File: src/rtl/fsm_alarm_seq_pkg.sv
// Shared defaults and the lamp input classification type for the alarm sequencer.
package fsm_alarm_seq_pkg;

  localparam int DEF_NUM_LAMPS = 3;
  localparam int DEF_SEQ_LEN   = 3;
  localparam int DEF_CNT_W     = 8;
  localparam int DEF_STICKY    = 0;

  typedef enum logic [1:0] {
    IN_NONE,
    IN_ONE,
    IN_MULTI
  } in_class_e;

endpackage

File: src/rtl/fsm_alarm_seq_lamp_classifier.sv
// Combinational lamp classifier: no lamp, exactly one lamp (with its index), or several.
module lamp_classifier
  import fsm_alarm_seq_pkg::*;
#(
  parameter int NUM_LAMPS = DEF_NUM_LAMPS,
  parameter int IDX_W     = $clog2(DEF_NUM_LAMPS)
) (
  input  logic [NUM_LAMPS-1:0] lamps,
  output in_class_e            cls,
  output logic [IDX_W-1:0]     idx
);

  logic [3:0] ones;
  logic       found;

  // Count lit lamps and encode the lowest lit lamp's index.
  always_comb begin
    ones  = '0;
    found = 1'b0;
    idx   = '0;
    for (int unsigned i = 0; i < NUM_LAMPS; i++) begin
      ones = ones + 4'(lamps[i]);
      if (lamps[i] && !found) begin
        idx   = IDX_W'(i);
        found = 1'b1;
      end
    end
    if (ones == 4'd0) begin
      cls = IN_NONE;
    end else if (ones == 4'd1) begin
      cls = IN_ONE;
    end else begin
      cls = IN_MULTI;
    end
  end

endmodule

File: src/rtl/fsm_alarm_seq.sv
// Programmable lamp-sequence detector with pulse or sticky alarm and a saturating
// detection counter.
module fsm_alarm_seq
  import fsm_alarm_seq_pkg::*;
#(
  parameter int NUM_LAMPS = DEF_NUM_LAMPS,
  parameter int SEQ_LEN   = DEF_SEQ_LEN,
  parameter int CNT_W     = DEF_CNT_W,
  parameter int STICKY    = DEF_STICKY
) (
  input  logic                           clk,
  input  logic                           reset,
  input  logic [NUM_LAMPS-1:0]           lamps,
  input  logic                           prog_we,
  input  logic [$clog2(SEQ_LEN)-1:0]     prog_idx,
  input  logic [$clog2(NUM_LAMPS)-1:0]   prog_lamp,
  input  logic                           alarm_ack,
  output logic                           alarm_bit,
  output logic [$clog2(SEQ_LEN+1)-1:0]   progress,
  output logic                           err_bit,
  output logic [CNT_W-1:0]               det_count
);

  localparam int IDX_W  = $clog2(SEQ_LEN);
  localparam int LAMP_W = $clog2(NUM_LAMPS);
  localparam int PROG_W = $clog2(SEQ_LEN+1);

  logic [LAMP_W-1:0] seq_q [SEQ_LEN];
  logic [LAMP_W-1:0] seq_d [SEQ_LEN];
  logic [PROG_W-1:0] progress_q, progress_d;
  logic              alarm_q, alarm_d;
  logic              err_q, err_d;
  logic [CNT_W-1:0]  det_q, det_d;

  in_class_e         cls;
  logic [LAMP_W-1:0] lamp_idx;
  logic [LAMP_W-1:0] cur_entry, prev_entry;
  logic              detect;

  lamp_classifier #(
    .NUM_LAMPS (NUM_LAMPS),
    .IDX_W     (LAMP_W)
  ) u_cls (
    .lamps (lamps),
    .cls   (cls),
    .idx   (lamp_idx)
  );

  // Look up the entry expected next and the one just matched (for repeat tolerance).
  always_comb begin
    cur_entry  = '0;
    prev_entry = '0;
    for (int unsigned i = 0; i < SEQ_LEN; i++) begin
      if (progress_q == PROG_W'(i))     cur_entry  = seq_q[i];
      if (progress_q == PROG_W'(i + 1)) prev_entry = seq_q[i];
    end
  end

  // Next-state: programming, sequence tracking, alarm and counter update.
  always_comb begin
    seq_d      = seq_q;
    progress_d = progress_q;
    err_d      = 1'b0;
    detect     = 1'b0;
    alarm_d    = 1'b0;
    det_d      = det_q;
    if (prog_we) begin
      // Out-of-range indices match no loop iteration and are dropped.
      for (int unsigned i = 0; i < SEQ_LEN; i++) begin
        if (prog_idx == IDX_W'(i)) seq_d[i] = prog_lamp;
      end
      progress_d = '0;
    end else begin
      case (cls)
        IN_MULTI: begin
          progress_d = '0;
          err_d      = 1'b1;
        end
        IN_ONE: begin
          if (lamp_idx == cur_entry) begin
            if (progress_q == PROG_W'(SEQ_LEN - 1)) begin
              detect     = 1'b1;
              progress_d = '0;
            end else begin
              progress_d = progress_q + PROG_W'(1);
            end
          end else if (progress_q != '0 && lamp_idx == prev_entry) begin
            progress_d = progress_q;
          end else if (lamp_idx == seq_q[0]) begin
            progress_d = PROG_W'(1);
          end else begin
            progress_d = '0;
          end
        end
        default: progress_d = progress_q;
      endcase
      if (STICKY != 0) begin
        alarm_d = detect | (alarm_q & ~alarm_ack);
      end else begin
        alarm_d = detect;
      end
      if (detect && det_q != '1) det_d = det_q + CNT_W'(1);
    end
  end

  // State registers; reset restores the default sequence lamp i at entry i.
  always_ff @(posedge clk) begin
    if (reset) begin
      for (int unsigned i = 0; i < SEQ_LEN; i++) begin
        seq_q[i] <= LAMP_W'(i % NUM_LAMPS);
      end
      progress_q <= '0;
      alarm_q    <= 1'b0;
      err_q      <= 1'b0;
      det_q      <= '0;
    end else begin
      seq_q      <= seq_d;
      progress_q <= progress_d;
      alarm_q    <= alarm_d;
      err_q      <= err_d;
      det_q      <= det_d;
    end
  end

  assign alarm_bit = alarm_q;
  assign progress  = progress_q;
  assign err_bit   = err_q;
  assign det_count = det_q;

endmodule

File: config.mk
export PLATFORM = sky130hd
export DESIGN_NAME = fsm_alarm_seq
export DESIGN_NICKNAME = d
export VERILOG_FILES = /design/src/rtl/fsm_alarm_seq_pkg.sv /design/src/rtl/fsm_alarm_seq_lamp_classifier.sv /design/src/rtl/fsm_alarm_seq.sv
export SDC_FILE = /design/constraint.sdc
export NUM_CORES = 1
export LEC_CHECK = 0
export ABC_AREA = 1
export CELL_PAD_IN_SITES_DETAIL_PLACEMENT = 0
export CELL_PAD_IN_SITES_GLOBAL_PLACEMENT = 1
export CORE_ASPECT_RATIO = 0.7
export CORE_MARGIN = 2
export CORE_UTILIZATION = 39
export DETAILED_ROUTE_END_ITERATION = 12
export PLACE_DENSITY_LB_ADDON = 0.3
export RECOVER_POWER = 100
export SYNTH_ARGS = -nofsm -noshare
export SYNTH_HDL_FRONTEND = slang
export SYNTH_SLANG_ARGS = --single-unit
File: constraint.sdc
create_clock -name clk -period 3.14 [get_ports clk]
set_input_delay 0.471 -clock clk [delete_from_list [all_inputs] [get_ports clk]]
set_output_delay 0.471 -clock clk [all_outputs]
set_load 0.1 [all_outputs]
Word-level counts from Yosys, hierarchy flattened:

Index checks and enable logic that the tools add are counted.

* register bits after elaboration: 18
* logic and storage cells: 64

* mux-type cells: 22
* $add $sub $neg: 4
* eq/ne operators: 13
* reduce and logical (&&, ||, !) cells: 17
* bitwise logic cells: 1

Operators by type and width (count)
* two-way mux 2 bit: 12
* AND reduction 2 bit: 5
* two-way mux 1 bit: 9
* adder 8 x 1 -> 8 bit (second input constant): 1
* == test 2 bit (second input constant): 4
* inequality test 8 bit (second input constant): 1
* == test 2 x 1 -> 1 bit (second input constant): 3
* == test 2 bit: 3
* adder 4 x 1 -> 4 bit: 1
* == test 4 x 1 -> 1 bit (second input constant): 1
* logical AND 1 bit: 4
* zero test 2 bit: 2
* zero test 4 bit: 1
* one-hot mux 2 bit (2 select lines): 1
* nonzero test 2 bit: 2
* inequality test 3 bit (second input constant): 1
* adder 1 x 1 -> 2 bit: 1
* adder 2 x 1 -> 2 bit (second input constant): 1
* zero test 1 bit: 2
* OR reduction 2 bit: 1
* inverter 1 bit: 1

Longest topological paths before layout:

* depth in word-level cells: 13
* mapped depth: 13
* mapped depth without buffers: 13

Hierarchy:

From an unflattened synthesis, not the netlist that was laid out.

* cell total of the unflattened synthesis: 174
* area, all modules: 1178.6 um^2

By module, submodules not included
* fsm_alarm_seq: cells each 165, area each 1126.1 um^2, sequential area each 360.3 um^2, times used 1
* lamp_classifier: cells each 9, area each 52.6 um^2, sequential area each 0.0 um^2, times used 1

Least setup slack after synthesis:

OpenSTA, ideal clock, no wires.

* kind: flip-flop to flip-flop
* start: register det_q[0] (netlist: det_count[0])
* end: register det_q[2] (netlist: det_count[2])
* stages on the path, launching flop included: 8
* setup slack: 854 ps
* data arrival time: 2216 ps
* path buffers: 0
* library setup time: 70 ps
* required time: 3070 ps
* clock period less this slack: 2286 ps
* cell sequence: dfxtp_1 -> ha_1 -> nand3_1 -> nor2_1 -> a31oi_2 -> nand3_2 -> nand2_1 -> a21oi_1

* word-level cells in the longest chain between the ends: 3
* elaborated cells between the ends (all ways): 4

RTL lines
* start, declared: RTL line fsm_alarm_seq.sv:33 `logic [CNT_W-1:0] det_q, det_d;`
* start signal, assigned: RTL line fsm_alarm_seq.sv:121 `det_q <= det_d;`
* parallel branches: the longest is 3 deep, another holds adder 8 x 1 -> 8 bit

Parallel ways; which one is timed is not known.
A chain may end at the register's enable or synchronous reset.

Final worst setup path:

* start: input port lamps[1]
* end: register det_q[5] (netlist: det_count[5])

* word-level cells in the longest chain between the ends: 11
* elaborated cells between the ends (all ways): 19

RTL lines
* start, declared: RTL line fsm_alarm_seq.sv:13 `input logic [NUM_LAMPS-1:0] lamps,`
* parallel branches: the longest is 7 deep, another holds adder 4 x 1 -> 4 bit
* two-way mux 1 bit *: RTL line fsm_alarm_seq.sv:74 `case (cls)`
* two-way mux 1 bit *: RTL line fsm_alarm_seq.sv:67 `if (prog_we) begin`
* logical AND 1 bit *: RTL line fsm_alarm_seq.sv:102 `if (detect && det_q != '1) det_d = det_q + CNT_W'(1);`
* AND reduction 2 bit (no source line) *

Every way passes the cells marked *. The select of a mux whose other input is x is not followed.

==> flow_metrics.tcl <==
set metrics [dict create \
    io_pins 23 \
    finalMaxSlewViolations 0 \
    yosys-top-cells-count "35 x nand2_1, 19 x nand3_1, 18 x dfxtp_1" \
    reg2reg_slack_ps 1210 \
    cp_max_fo 8 \
    post-cts-setup-buffers 0 \
    portBuffers 21 \
    grt_usage_pct 16.1 \
    top_layer "met4" \
    cp-start-kind "input port" \
    cellPowerDensity_mw_per_mm2 360 \
    seq_power_share_pct 49.4 \
    synth_top_area_cell "dfxtp_1" \
    cts.sinks 18 \
    drc 0 \
    m1WireLength_mm 1.39 \
    critical_path_class "in2reg" \
    yosysTopAreaCellShare_pct 31.2 \
    start_util_pct 41.2 \
    die_area_mm2 0.00342 \
    dpl.hpwl_mm 2.06 \
    synthFlopType "dfxtp_1" \
    diodes 0 \
    required_ps 3270 \
    clk_latency_ps 250 \
    grt_pass1_vias 979 \
    clkPwrFrac_pct 32.9 \
    syn-cell-area_mm2 0.00115 \
    worstPathBufferInverterCount 3 \
    vias 1100 \
    drtIter0Drc 78 \
    switching_share_pct 28.2 \
    via_per_inst 5.05 \
    setup_violations 0 \
    crit_family "simple AND/OR/NAND/NOR gates" \
    avgSynthCellArea_um2 7.17 \
    p_leak_nw 0.570 \
    timing.critical_path.mode_cell "ha_1" \
    cts_root_buf "clkbuf_8" \
    hold_buffers 0 \
    gp_congestion 0.832 \
    fin_skew_ps 3.34 \
    htree_num_levels 1 \
    dieHeight_um 49.5 \
    share_comb_of_total_power_pct 17.7 \
    yosysWarningCount 0 \
    rows 16 \
    wl_mm 2.61 \
    antenna_found_initial 0 \
    grt_max_degree 13 \
    ys_types 22 \
    p_switching_uw 137 \
    critPathMaxStageDelay_ps 510 \
    cts.clk_slew.worst_paths_ps 60 \
    r2r-start "progress[0]" \
    synth_edf_count 0 \
    ys_async_sr_fraction_pct 0 \
    ant_nets 0 \
    critPathArrivalTime_ps 2840 \
    path_cells "clkdlybuf4s50_1 -> inv_1 -> ha_1 -> ha_1 -> ha_1 -> nor3_1 -> inv_1 -> nor3_4 -> nand3_2 -> nand2_1 -> a21oi_1" \
    ys_seq_area_share_pct 31.2 \
    setup_tns_ps 0 \
    peakVddDrop_uv 179 \
    tightest_slew_ps 1170 \
    area_delta_synth_final_pct 16.7 \
    drive_gt1_share_pct 6.59 \
    max-cap-violations 0 \
    die_x_um 69.0 \
    dr_wl_met2_mm 1.06 \
    cp_slowest_cell "clkdlybuf4s50_1" \
    syn_inst 161 \
    hp-class "reg2reg" \
    max_freq_mhz 369 \
    grt_first_pass_wirelength_mm 4.47 \
    p_total_uw 485 \
    firstDrtPassIters 4 \
    routed-wl-met3_um 145 \
    min_period_ps 2710 \
    cts_resized 0 \
    netlist_top_cells_area "dfxtp_1 31%, nand2_1 11%, nand3_1 8.2%" \
    post-route-period-util_pct 86.3 \
    relSlewSlack_pct 22.6 \
    wl_per_cell_um 12.0 \
    hp-start "seq_q[1]" \
    clockBufferDepth 2 \
    synth_seq_cells 18 \
    grt_setup_unrepaired "false" \
    critPathLaunch "lamps[1]" \
    coreArea_mm2 0.00280 \
    cp-end-kind "register" \
    status "finished clean" \
    finalHoldViolCount 0 \
    internal-power_uw 348 \
    yosysMostFrequentCell "nand2_1" \
    grt_overflow 0 \
    numCtsBuffers 3 \
    nets 202 \
    tritoncts "yes" \
    syn-num-nets 179 \
]
## sequential cells by signal (all words and copies together) (netlist names)
| name | flops |
|---|---|
| det_count | 8 |
| seq_q | 6 |
| progress | 2 |
| alarm_bit | 1 |
| err_bit | 1 |
## area by class of cell
cell class,count,area (µm²)
clock buffers,3,41.3
fillers,294,1460
inverters,20,75.1
multi-input cells,119,676
flip-flops and latches,18,360
well taps,36,45.0
repair buffers,22,149
## path summary, 6_finish.rpt
path,endpoint,depth (start not counted)
max,det_count[5],11
min,seq_q[1],2
max reg2reg,det_count[5],9
min reg2reg,seq_q[1],2
## worst register-to-register path: stages (launching register included)
cell,delay (ps)
dfxtp_1,650
nand3_1,200
nand3_1,130
nand2_1,50
nand2_1,100
nand3_2,100
inv_2,180
nand3_2,210
nand2_1,120
a21oi_1,60
## per-stage QoR
step	setup WS (ps)	util (%)	cells	cell area, µm²	hold WS [ps]
after floorplan	854	-	161	1150	429
after global placement	274	48.2	215	1350	454
after CTS	505	49.7	218	1390	474
final	431	48.0	218	1350	472
after global routing	205	48.0	218	1350	498
after detailed placement	236	48.2	215	1350	457
## logic make-up (layout without fill, tap and decap cells)
group | count (synthesis) | after routing | synth area share [%]
fa+ha+maj | 7 | 7 | 8.24
buf+inv | 24 | 45 | 9.76
compound gates | 21 | 21 | 9.76
flops | 18 | 18 | 31.2
xor+xnor | 7 | 7 | 5.31
simple gates | 84 | 84 | 35.7
## per-layer routing
layer | up-vias | GRT usage, %
li1 | 585 | -
met5 | - | 0
met1 | 481 | 24.2
met2 | 32 | 22.9
met3 | 2 | 4.91
met4 | 0 | 2.29
## cell usage in the layout, fill, tap and decap left out, drive strengths merged
master | synthesis | final
nand2 | 35 | 35
nand3 | 21 | 21
inv | 20 | 20
dfxtp | 18 | 18
nand4 | 14 | 14
a21oi | 14 | 14
clkbuf | 1 | 14
nor2 | 9 | 9
clkdlybuf4s50 | 0 | 7
ha | 6 | 6
o21ai | 6 | 6
xor2 | 5 | 5
nor3 | 5 | 5
dlygate4sd3 | 0 | 3
xnor2 | 2 | 2
a31oi | 1 | 1
fa | 1 | 1
buf | 3 | 1
## power groups by stage
stage | clock [mW] | combinational, mW | sequential [mW]
6_report | 0.160 | 0.0859 | 0.239
3_3_place_gp | 0 | 0.0869 | 0.244
2_1_floorplan | 0 | 0.0590 | 0.250
3_5_place_dp | 0 | 0.0882 | 0.244
5_1_grt | 0.176 | 0.0982 | 0.240
4_1_cts | 0.167 | 0.0884 | 0.239
No activity file was read; power rests on OpenSTA's default activity.
